[config.mk]
export PLATFORM = sky130hd
export DESIGN_NAME = rgb_frame_streamer
export DESIGN_NICKNAME = d
export VERILOG_FILES = /design/src/rtl/rgb_frame_streamer_pkg.sv /design/src/rtl/rgb_skid_fifo.sv /design/src/rtl/rgb_frame_streamer.sv
export SDC_FILE = /design/constraint.sdc
export NUM_CORES = 1
export LEC_CHECK = 0
export CORE_ASPECT_RATIO = 1.1
export CORE_MARGIN = 5
export CORE_UTILIZATION = 55
export DETAILED_ROUTE_END_ITERATION = 16
export GPL_TIMING_DRIVEN = 1
export PLACE_DENSITY_LB_ADDON = 0.15
export SKIP_LAST_GASP = 1
export SLEW_MARGIN = 20
export SYNTH_ARGS = -nofsm -noshare
export SYNTH_HDL_FRONTEND = slang
export SYNTH_SLANG_ARGS = --single-unit
[constraint.sdc]
create_clock -name clk -period 14.3 [get_ports clk]
set_clock_uncertainty 0.05 [all_clocks]
set_input_delay 3.575 -clock clk [delete_from_list [all_inputs] [get_ports clk]]
set_output_delay 3.575 -clock clk [all_outputs]
set_load 0.05 [all_outputs]
[src/rtl/rgb_frame_streamer_pkg.sv]
// rgb_frame_streamer_pkg
// Shared definitions for the RGB frame streamer that follows the CFA interpolation stage:
// streamer FSM state encodings, framing-bit positions inside a skid FIFO entry, and the
// bit positions of the red/green/blue samples inside a packed pixel.
package rgb_frame_streamer_pkg;

    typedef enum logic [1:0] {
        ST_IDLE   = 2'd0,
        ST_STREAM = 2'd1,
        ST_DRAIN  = 2'd2,
        ST_FIN    = 2'd3
    } stream_state_t;

    // Framing bits sit in the low bits of a FIFO entry, packed pixel above them.
    localparam int FRM_EOF  = 0;
    localparam int FRM_EOL  = 1;
    localparam int FRM_SOF  = 2;
    localparam int FRM_BITS = 3;

    // Packed pixel is {red, green, blue} with red in the MSBs.
    function automatic int red_lsb(input int data_w);
        return 2 * data_w;
    endfunction

    function automatic int green_lsb(input int data_w);
        return data_w;
    endfunction

    function automatic int blue_lsb(input int data_w);
        return 0 * data_w;
    endfunction

endpackage

[src/rtl/rgb_skid_fifo.sv]
// rgb_skid_fifo
// Two-entry FIFO that absorbs the one-cycle plane read latency so the output stream can
// run at one beat per cycle while honouring backpressure.
// Ports:
//   clk, rst    clock, asynchronous active-high reset
//   push        write push_data this cycle
//   pop         consume the head entry this cycle
//   push_data   entry to write
//   count       number of valid entries (0..2)
//   head_data   oldest entry; stable until popped
module rgb_skid_fifo #(
    parameter int Width = 39
) (
    input  logic             clk,
    input  logic             rst,
    input  logic             push,
    input  logic             pop,
    input  logic [Width-1:0] push_data,
    output logic [1:0]       count,
    output logic [Width-1:0] head_data
);

    logic [Width-1:0] mem [2];
    logic             wr_ptr;
    logic             rd_ptr;

    // When full, a push is only ever paired with a pop, and both pointers then address
    // the slot being consumed, so the write replaces the entry leaving the FIFO.
    always_ff @(posedge clk or posedge rst) begin
        if (rst) begin
            mem[0] <= '0;
            mem[1] <= '0;
            wr_ptr <= 1'b0;
            rd_ptr <= 1'b0;
            count  <= 2'd0;
        end else begin
            if (push) begin
                mem[wr_ptr] <= push_data;
                wr_ptr      <= ~wr_ptr;
            end
            if (pop) begin
                rd_ptr <= ~rd_ptr;
            end
            case ({push, pop})
                2'b10:   count <= count + 2'd1;
                2'b01:   count <= count - 2'd1;
                default: count <= count;
            endcase
        end
    end

    assign head_data = mem[rd_ptr];

endmodule

[src/rtl/rgb_frame_streamer.sv]
// rgb_frame_streamer
// After the CFA stage pulses done, reads the green/red/blue planes in raster order and
// emits one packed {red, green, blue} pixel per beat with sof/eol/eof framing.
// Ports:
//   clk, rst                  clock, asynchronous active-high reset
//   start                     begins a frame (ignored unless idle)
//   rowMax, colMax            frame height/width, sampled at start
//   readAddress, readEnable   shared plane read port; data returns one cycle later
//   greenRead/redRead/blueRead plane read data
//   pixelValid/pixelReady     output stream handshake
//   pixelData, sof, eol, eof  output beat and framing
//   busy, done                frame in progress / one-cycle completion pulse
//
// state  | meaning
// IDLE   | waiting for start
// STREAM | issuing plane reads, one per free FIFO slot
// DRAIN  | all reads issued; waiting for FIFO and read pipeline to empty
// FIN    | done pulse, then back to IDLE
module rgb_frame_streamer
    import rgb_frame_streamer_pkg::*;
#(
    parameter int addressBitWidth = 17,
    parameter int rowBitWidth     = 11,
    parameter int colBitWidth     = 11,
    parameter int dataBitWidth    = 12
) (
    input  logic                      clk,
    input  logic                      rst,
    input  logic                      start,
    input  logic [rowBitWidth-1:0]    rowMax,
    input  logic [colBitWidth-1:0]    colMax,
    output logic [addressBitWidth-1:0] readAddress,
    output logic                      readEnable,
    input  logic [dataBitWidth-1:0]   greenRead,
    input  logic [dataBitWidth-1:0]   redRead,
    input  logic [dataBitWidth-1:0]   blueRead,
    output logic                      pixelValid,
    input  logic                      pixelReady,
    output logic [3*dataBitWidth-1:0] pixelData,
    output logic                      sof,
    output logic                      eol,
    output logic                      eof,
    output logic                      busy,
    output logic                      done
);

    localparam int PIXEL_W = 3 * dataBitWidth;
    localparam int ENTRY_W = PIXEL_W + FRM_BITS;

    localparam logic [addressBitWidth-1:0] ADDR_ONE = {{(addressBitWidth-1){1'b0}}, 1'b1};
    localparam logic [rowBitWidth-1:0]     ROW_ONE  = {{(rowBitWidth-1){1'b0}}, 1'b1};
    localparam logic [colBitWidth-1:0]     COL_ONE  = {{(colBitWidth-1){1'b0}}, 1'b1};

    stream_state_t              state_q;
    stream_state_t              state_d;
    logic [rowBitWidth-1:0]     row_max_q;
    logic [rowBitWidth-1:0]     row_q;
    logic [colBitWidth-1:0]     col_max_q;
    logic [colBitWidth-1:0]     col_q;
    logic [addressBitWidth-1:0] addr_q;
    logic [addressBitWidth-1:0] last_addr_q;
    logic [addressBitWidth-1:0] total_pix;
    logic                       in_flight_q;
    logic [FRM_BITS-1:0]        frm_q;
    logic [FRM_BITS-1:0]        frm_issue;
    logic [1:0]                 fifo_count;
    logic [ENTRY_W-1:0]         push_entry;
    logic [ENTRY_W-1:0]         head_entry;
    logic [2:0]                 occupancy;
    logic [2:0]                 limit;
    logic                       pop;
    logic                       issue;
    logic                       frame_accept;
    logic                       frame_empty;
    logic                       col_last;
    logic                       row_last;

    // Product of operands truncated to the address width equals the full product
    // truncated, so the multiply can be done directly at address width.
    assign total_pix    = addressBitWidth'(rowMax) * addressBitWidth'(colMax);
    assign frame_empty  = (rowMax == '0) || (colMax == '0);
    assign frame_accept = (state_q == ST_IDLE) && start;

    assign pop = pixelValid && pixelReady;

    // Slots committed next cycle: stored entries plus the read in flight, minus this pop.
    assign occupancy = {1'b0, fifo_count} + {2'b00, in_flight_q};
    assign limit     = 3'd1 + {2'b00, pop};
    assign issue     = (state_q == ST_STREAM) && (occupancy <= limit);

    assign col_last = (col_q == col_max_q - COL_ONE);
    assign row_last = (row_q == row_max_q - ROW_ONE);

    always_comb begin
        frm_issue          = '0;
        frm_issue[FRM_SOF] = (row_q == '0) && (col_q == '0);
        frm_issue[FRM_EOL] = col_last;
        frm_issue[FRM_EOF] = col_last && row_last;
    end

    always_ff @(posedge clk or posedge rst) begin
        if (rst) begin
            state_q <= ST_IDLE;
        end else begin
            state_q <= state_d;
        end
    end

    always_comb begin
        state_d = state_q;
        case (state_q)
            ST_IDLE: begin
                if (start) begin
                    state_d = frame_empty ? ST_FIN : ST_STREAM;
                end
            end
            ST_STREAM: begin
                if (issue && (addr_q == last_addr_q)) begin
                    state_d = ST_DRAIN;
                end
            end
            ST_DRAIN: begin
                // Leave as the last entry is accepted so done lands the very next cycle.
                if (!in_flight_q && ((fifo_count == 2'd0) || ((fifo_count == 2'd1) && pop))) begin
                    state_d = ST_FIN;
                end
            end
            ST_FIN: begin
                state_d = ST_IDLE;
            end
            default: begin
                state_d = ST_IDLE;
            end
        endcase
    end

    always_ff @(posedge clk or posedge rst) begin
        if (rst) begin
            row_max_q   <= '0;
            col_max_q   <= '0;
            last_addr_q <= '0;
            addr_q      <= '0;
            row_q       <= '0;
            col_q       <= '0;
            in_flight_q <= 1'b0;
            frm_q       <= '0;
        end else begin
            in_flight_q <= issue;
            if (issue) begin
                frm_q <= frm_issue;
            end
            if (frame_accept) begin
                row_max_q   <= rowMax;
                col_max_q   <= colMax;
                last_addr_q <= total_pix - ADDR_ONE;
                addr_q      <= '0;
                row_q       <= '0;
                col_q       <= '0;
            end else if (issue) begin
                addr_q <= addr_q + ADDR_ONE;
                if (col_last) begin
                    col_q <= '0;
                    row_q <= row_q + ROW_ONE;
                end else begin
                    col_q <= col_q + COL_ONE;
                end
            end
        end
    end

    always_comb begin
        push_entry = '0;
        push_entry[FRM_BITS + red_lsb(dataBitWidth)   +: dataBitWidth] = redRead;
        push_entry[FRM_BITS + green_lsb(dataBitWidth) +: dataBitWidth] = greenRead;
        push_entry[FRM_BITS + blue_lsb(dataBitWidth)  +: dataBitWidth] = blueRead;
        push_entry[FRM_BITS-1:0] = frm_q;
    end

    rgb_skid_fifo #(
        .Width(ENTRY_W)
    ) u_fifo (
        .clk      (clk),
        .rst      (rst),
        .push     (in_flight_q),
        .pop      (pop),
        .push_data(push_entry),
        .count    (fifo_count),
        .head_data(head_entry)
    );

    assign readAddress = addr_q;
    assign readEnable  = issue;
    assign pixelValid  = (fifo_count != 2'd0);
    assign pixelData   = head_entry[FRM_BITS +: PIXEL_W];
    assign sof         = pixelValid && head_entry[FRM_SOF];
    assign eol         = pixelValid && head_entry[FRM_EOL];
    assign eof         = pixelValid && head_entry[FRM_EOF];
    assign busy        = (state_q != ST_IDLE);
    assign done        = (state_q == ST_FIN);

endmodule
==> flow_metrics.env <==
export IMPL_dp_cells=1581
export IMPL_clockPowerShare=0.135
export IMPL_worstSetupEndpointType="output port"
export IMPL_cp_required_ps=10680
export IMPL_synth_nets=1428
export IMPL_vias=8662
export IMPL_tns_ps=0
export IMPL_fp_coreArea_um2=21370
export IMPL_antennaDiodeCount=0
export IMPL_clock_latency_ps=430
export IMPL_power_mw=3.149
export IMPL_clock_fmax_ghz=0.09618
export IMPL_grt_util_all_layers=0.2214
export IMPL_ys_warn_count=0
export IMPL_async_flop_share=1.000
export IMPL_finalCriticalPeriod_ps=10400
export IMPL_root_buffer="clkbuf_16"
export IMPL_postRouteAntennaNets=0
export IMPL_setup_violations=0
export IMPL_maxSlewHeadroom=0.3331
export IMPL_clkTransAtPathRegs_ps=60
export IMPL_crit_type="in2out"
export IMPL_synth_edf_count=0
export IMPL_p_switching_mw=1.443
export IMPL_drt_wl_total_um=26210
export IMPL_die_x_um=150.8
export IMPL_synth_compound_area_frac=0.05301
export IMPL_cts_buffer_depth=2
export IMPL_io_pins=122
export IMPL_finalHoldViolCount=0
export IMPL_worst_pin_slew_ps=996.7
export IMPL_die_h_um=164.9
export IMPL_ys_ff_latch=166
export IMPL_synth_xor_area_frac=0.07012
export IMPL_instances_no_fill=1612
export IMPL_path_max_fanout=20
export IMPL_io_buffers=121
export IMPL_syn_area_um2=11990
export IMPL_timing_final_ws_setup_ps=3903
export IMPL_grt_pass1_wl_um=44460
export IMPL_yosys_most_used_dff="dfrtp_1"
export IMPL_start_util=0.5611
export IMPL_antenna_found_initial=0
export IMPL_timing_final_crit_share=0.7271
export IMPL_grt_max_degree=89
export IMPL_cts_resized=0
export IMPL_pre_cts_ws_ps=3932
export IMPL_drive_gt1_frac=0.1248
export IMPL_netlist_instances=1228
export IMPL_synth_top_family_by_area="adder cells"
export IMPL_synth_seq_area_share=0.3464
export IMPL_synthAdderAreaFrac=0.1947
export IMPL_ir_drop_mv=0.1027
export IMPL_wl_per_cell_um=16.26
export IMPL_hold_path_class="reg2reg"
export IMPL_dr_pass1_iters=5
export IMPL_post_cts_buffers=0
export IMPL_p_per_area_nw_per_um2=226.2
export IMPL_hold_slack_ps=447.2
export IMPL_vias_per_cell=5.373
export IMPL_pwr_share_seq=0.254
export IMPL_status="completed"
export IMPL_cp_arrival_ps=6770
export IMPL_synth_simple_area_share=0.1557
export IMPL_area_delta_synth_final_pct=16.07
export IMPL_hpwl_um=19080
export IMPL_drc=0
export IMPL_slew_viol_final=0
export IMPL_cp_start_kind="input port"
export IMPL_first_iter_violations=366
export IMPL_cap_violations=0
export IMPL_fp_row_count=56
export IMPL_yosysUniqueCellTypes=53
export IMPL_die_area_um2=24860
export IMPL_grt_pass1_vias=9100
export IMPL_power_frac_comb=0.611
export IMPL_rsz0062_at_grt="no"
export IMPL_sw_frac_of_total=0.4584
export IMPL_synth_mux_area_frac=0.1129
export IMPL_gp_congestion=0.8420
export IMPL_internal_power_mw=1.706
export IMPL_clock_sinks=166
export IMPL_cts_hold_buf=0
export IMPL_final_nets=1510
export IMPL_p_leak_nw=6.424
export IMPL_syn_area_per_cell_um2=9.765
export IMPL_cts_htree_levels=4
export IMPL_cts_buffers=17
export IMPL_grt_ovfl_total=0
export IMPL_tritoncts="done"
-- worst paths after layout --
kind | startpoint | to | slack (ps) | cells after the start
min in group asynchronous | rst | u_fifo.mem[24] | 3620 | 2
worst max-delay path | pixelReady | readEnable | 3900 | 9
worst max register to register | u_fifo.count[1] | readAddress[14] | 10560 | 14
worst min register to register | last_addr_q[1] | last_addr_q[1] | 450 | 2
max in group asynchronous | rst | u_fifo.rd_ptr | 9050 | 3
worst min-delay path | last_addr_q[1] | last_addr_q[1] | 450 | 2
-- per-layer routing --
layer  up-vias  GRT usage  share of wire
met5         -          0              0
met4         0    0.05688          0.014
li1       4169          -              -
met2       215     0.3858           0.49
met1      4252     0.2864           0.44
met3        26    0.03924          0.055
-- cells by family after synthesis --
logic type / Yosys count
buffers and inverters: 210
multiplexers: 121
AO/OA/AOI/OAI: 100
AND/OR/NAND/NOR: 397
XOR/XNOR: 96
flip-flops: 166
adder cells (fa/ha/maj): 138
-- final cells by class --
cell class	instances	area [um2]
well taps	290	362.8
inverters	145	549.3
multi-input cells	852	7041
flip-flops and latches	166	4155
clock buffers	18	429.2
repair buffers	128	1264
clock inverters	13	117.6
fillers	1799	7452
-- synth_stat cells (3+ instances only) --
library cell | count | area share
a21o_1 | 7 | 0.0044
a21oi_1 | 21 | 0.0088
a31oi_1 | 5 | 0.0026
and2_1 | 32 | 0.017
and3_1 | 7 | 0.0037
and4_1 | 4 | 0.0029
buf_1 | 9 | 0.0028
clkbuf_1 | 52 | 0.016
dfrtp_1 | 166 | 0.35
fa_1 | 81 | 0.14
ha_1 | 57 | 0.059
inv_1 | 144 | 0.045
mux2_2 | 114 | 0.11
mux2i_1 | 7 | 0.0058
nand2_1 | 205 | 0.064
nand2b_1 | 4 | 0.0021
nand3_1 | 27 | 0.011
nand4_1 | 12 | 0.0063
nor2_1 | 43 | 0.013
nor3_1 | 18 | 0.0075
nor3b_1 | 4 | 0.0025
nor4_1 | 13 | 0.0068
nor4b_1 | 3 | 0.0022
o211ai_1 | 8 | 0.0050
o21ai_0 | 33 | 0.014
o31ai_1 | 5 | 0.0031
or2_2 | 3 | 0.0016
or3_1 | 8 | 0.0042
or4_1 | 6 | 0.0038
xnor2_1 | 48 | 0.035
xor2_1 | 48 | 0.035
-- per-stage QoR --
stage            util  instance area [um2]
2_1_floorplan       -                11990
3_3_place_gp   0.6257                13370
3_5_place_dp   0.6257                13370
4_1_cts        0.6513                13920
5_1_grt        0.6513                13920
6_report       0.6513                13920
-- power groups by stage --
stage	clock network (mW)	registers [mW]	logic, mW
5_1_grt	0.459	0.828	2.13
4_1_cts	0.433	0.802	1.94
6_report	0.424	0.801	1.92
2_1_floorplan	0	0.752	1.50
3_5_place_dp	0	0.810	1.93
3_3_place_gp	0	0.798	1.90
-- cell usage in the layout (no fill, tap or decap), types with 27 or more instances in the layout --
master / Yosys / routed
and2_1: 32 / 31
clkdlybuf4s50_1: 0 / 121
dfrtp_1: 166 / 165
fa_1: 81 / 81
ha_1: 57 / 57
inv_1: 144 / 143
mux2_2: 114 / 114
nand2_1: 205 / 205
nand3_1: 27 / 27
nor2_1: 43 / 42
o21ai_0: 33 / 32
xnor2_1: 48 / 48
xor2_1: 48 / 48
-- flip-flops by register name, indices dropped and copies added (netlist names) --
name           cells
row_q             11
in_flight_q        1
readAddress       17
col_q             11
frm_q              3
state_q            2
col_max_q         11
u_fifo.wr_ptr      1
u_fifo.rd_ptr      1
u_fifo.mem        78
last_addr_q       17
u_fifo.count       2
row_max_q         11
-- worst max-delay path: stages --
cell and delay (ps):
clkdlybuf4s50_1 480, nand2_1 80, inv_1 130, fa_1 470, o31a_1 330, o21ai_1 130, buf_4 240, clkinv_1 470
clkdlybuf4s50_1 860
No activity file was read; power rests on OpenSTA's default activity.
==> patch (config.mk and constraints unchanged) <==
The parameter `addressBitWidth` goes from 17 to 19.
--- a/src/rtl/rgb_frame_streamer.sv
+++ b/src/rtl/rgb_frame_streamer.sv
@@ -19,7 +19,7 @@
 module rgb_frame_streamer
     import rgb_frame_streamer_pkg::*;
 #(
-    parameter int addressBitWidth = 17,
+    parameter int addressBitWidth = 19,
     parameter int rowBitWidth     = 11,
     parameter int colBitWidth     = 11,
     parameter int dataBitWidth    = 12
Interface: changed (resized readAddress); port bits go from 122 to 124. The function was not compared with the original's and may differ.
==> patch against the original RTL <==
Worst setup slack lost 0.40 ns; maximum frequency is 3.7% lower; total power is 4.7% higher; synthesized area rose by 4.0%; core utilization rose by 0.18 points; design area rose by 4.1%; sequential share of layout area down 0.48 points; critical path depth did not move; wire length rose by 3.4%; non-clock buffer count down 1; sequential cell count increased by 4; largest power group unchanged; highest routed layer unchanged.
==> patch: results <==
outcome:
  status: "finished clean"
worst_setup_path:
  startpoint: "pixelReady"
  worstPathMaxFanout: 20
  regToRegStartpoint: "u_fifo.count[1]"
  arrival_ns: 7.18
synthesis:
  synth_area_leaders: "dfrtp_1 (34%), fa_1 (14%), mux2_2 (10%)"
  synth-main-ff-cell: "dfrtp_1"
  synth_fp_nets: 1488
  synth-seq-area-share_pct: 34.1
  syn-mean-instance-area_um2: 9.79
  synth_common_cells: "nand2_1 (218), dfrtp_1 (170), inv_1 (153)"
  ys_types: 64
placement:
  gp_congestion: 0.870
  io_buffer_count: 123
  place_ws_ns: 3.55
  post-dp-hpwl_mm: 19.7
  dpl_cell_area_mm2: 0.0139
detailed_routing:
  vias: 9158
  drtIter0Drc: 459
  first_pass_iters: 6
  wl_per_cell_um: 16.2
grt:
  antenna_found_initial: 0
  track_usage_pct: 21.7
  use_met3_pct: 3.49
  grt_pass1_vias: 9539
  grtUsageMet1_pct: 28.4
  met2_usage_pct: 37.5
  grt_pass1_wl_mm: 46.5
  grt_max_degree: 118
timing:
  worst_slew_pin_slew_ns: 1.00
clock_network:
  cts_buffer_depth: 2
  clock-root-buffer: "clkbuf_16"
  insertion_delay_ns: 0.42
  cts_resized: 0
  clk_pin_slew_ns: 0.07
finish:
  largest_reg_flops: 78
  num_antenna_cells: 0
  finalNonFillerCells: 1673
  final_nets: 1579
  top_register: "u_fifo.mem"
  drive_gt1_share_pct: 12.3
min_path:
  min_from: "col_max_q[10]"
  hold_path.class: "reg2reg"
pwr:
  p_leak_nw: 6.79
  vdd_drop_max_uv: 236
==> patch: changes by cell type after synthesis, sizes merged, moves of 4 or more <==
cell and delta:
a21oi +6, and2 -8, clkbuf -11, dfrtp +4, fa +6, ha +8
inv +9, nand2 +13, nor2 +8, nor2b +4, o21a +4, o21bai +4
xnor2 -4
==> patch: final cells by class <==
cell class | count | area (µm²)
multi-input cells | 895 | 7430
well taps | 295 | 369
fillers | 1828 | 7690
inverters | 154 | 586
clock inverters | 14 | 151
repair buffers | 127 | 1260
clock buffers | 18 | 429
flip-flops and latches | 170 | 4260
==> patch: metal layers <==
layer  vias to the layer above  share of wire (%)
met2                       208                 50
met4                         0                1.6
met5                         -                  0
met1                      4580                 45
met3                        31                4.0
li1                       4339                  -
==> patch: logic make-up after synthesis <==
group	after synthesis	synth area share, %
AO/OA/AOI/OAI	109	5.49
flip-flops	170	34.1
AND/OR/NAND/NOR	419	16.1
buffers and inverters	209	6.38
XOR/XNOR	95	6.67
multiplexers	120	10.8
adder cells (fa/ha/maj)	152	20.5
==> patch: worst paths after layout <==
check,slack [ns],end,depth (start not counted)
setup / recovery,3.50,readEnable,9
hold reg to reg,0.45,col_max_q[10],2
hold / removal,0.45,col_max_q[10],2
setup reg to reg,10.11,readAddress[9],15
min in group asynchronous,3.68,u_fifo.mem[74],2
max in group asynchronous,9.31,u_fifo.rd_ptr,3
==> patch: worst max-delay path: stages <==
cell and delay [ns]:
clkdlybuf4s50_1 0.49, nand2_1 0.10, inv_1 0.13, fa_1 0.46, o31ai_1 0.25, nand2_1 0.11, nand2_1 0.46, clkinv_1 0.70
clkdlybuf4s50_1 0.89
==> patch: power breakdown <==
group | leakage (nW) | internal, mW | switching (mW)
combinational | 4.37 | 0.865 | 1.16
sequential | 2.13 | 0.665 | 0.158
clock | 0.282 | 0.234 | 0.214
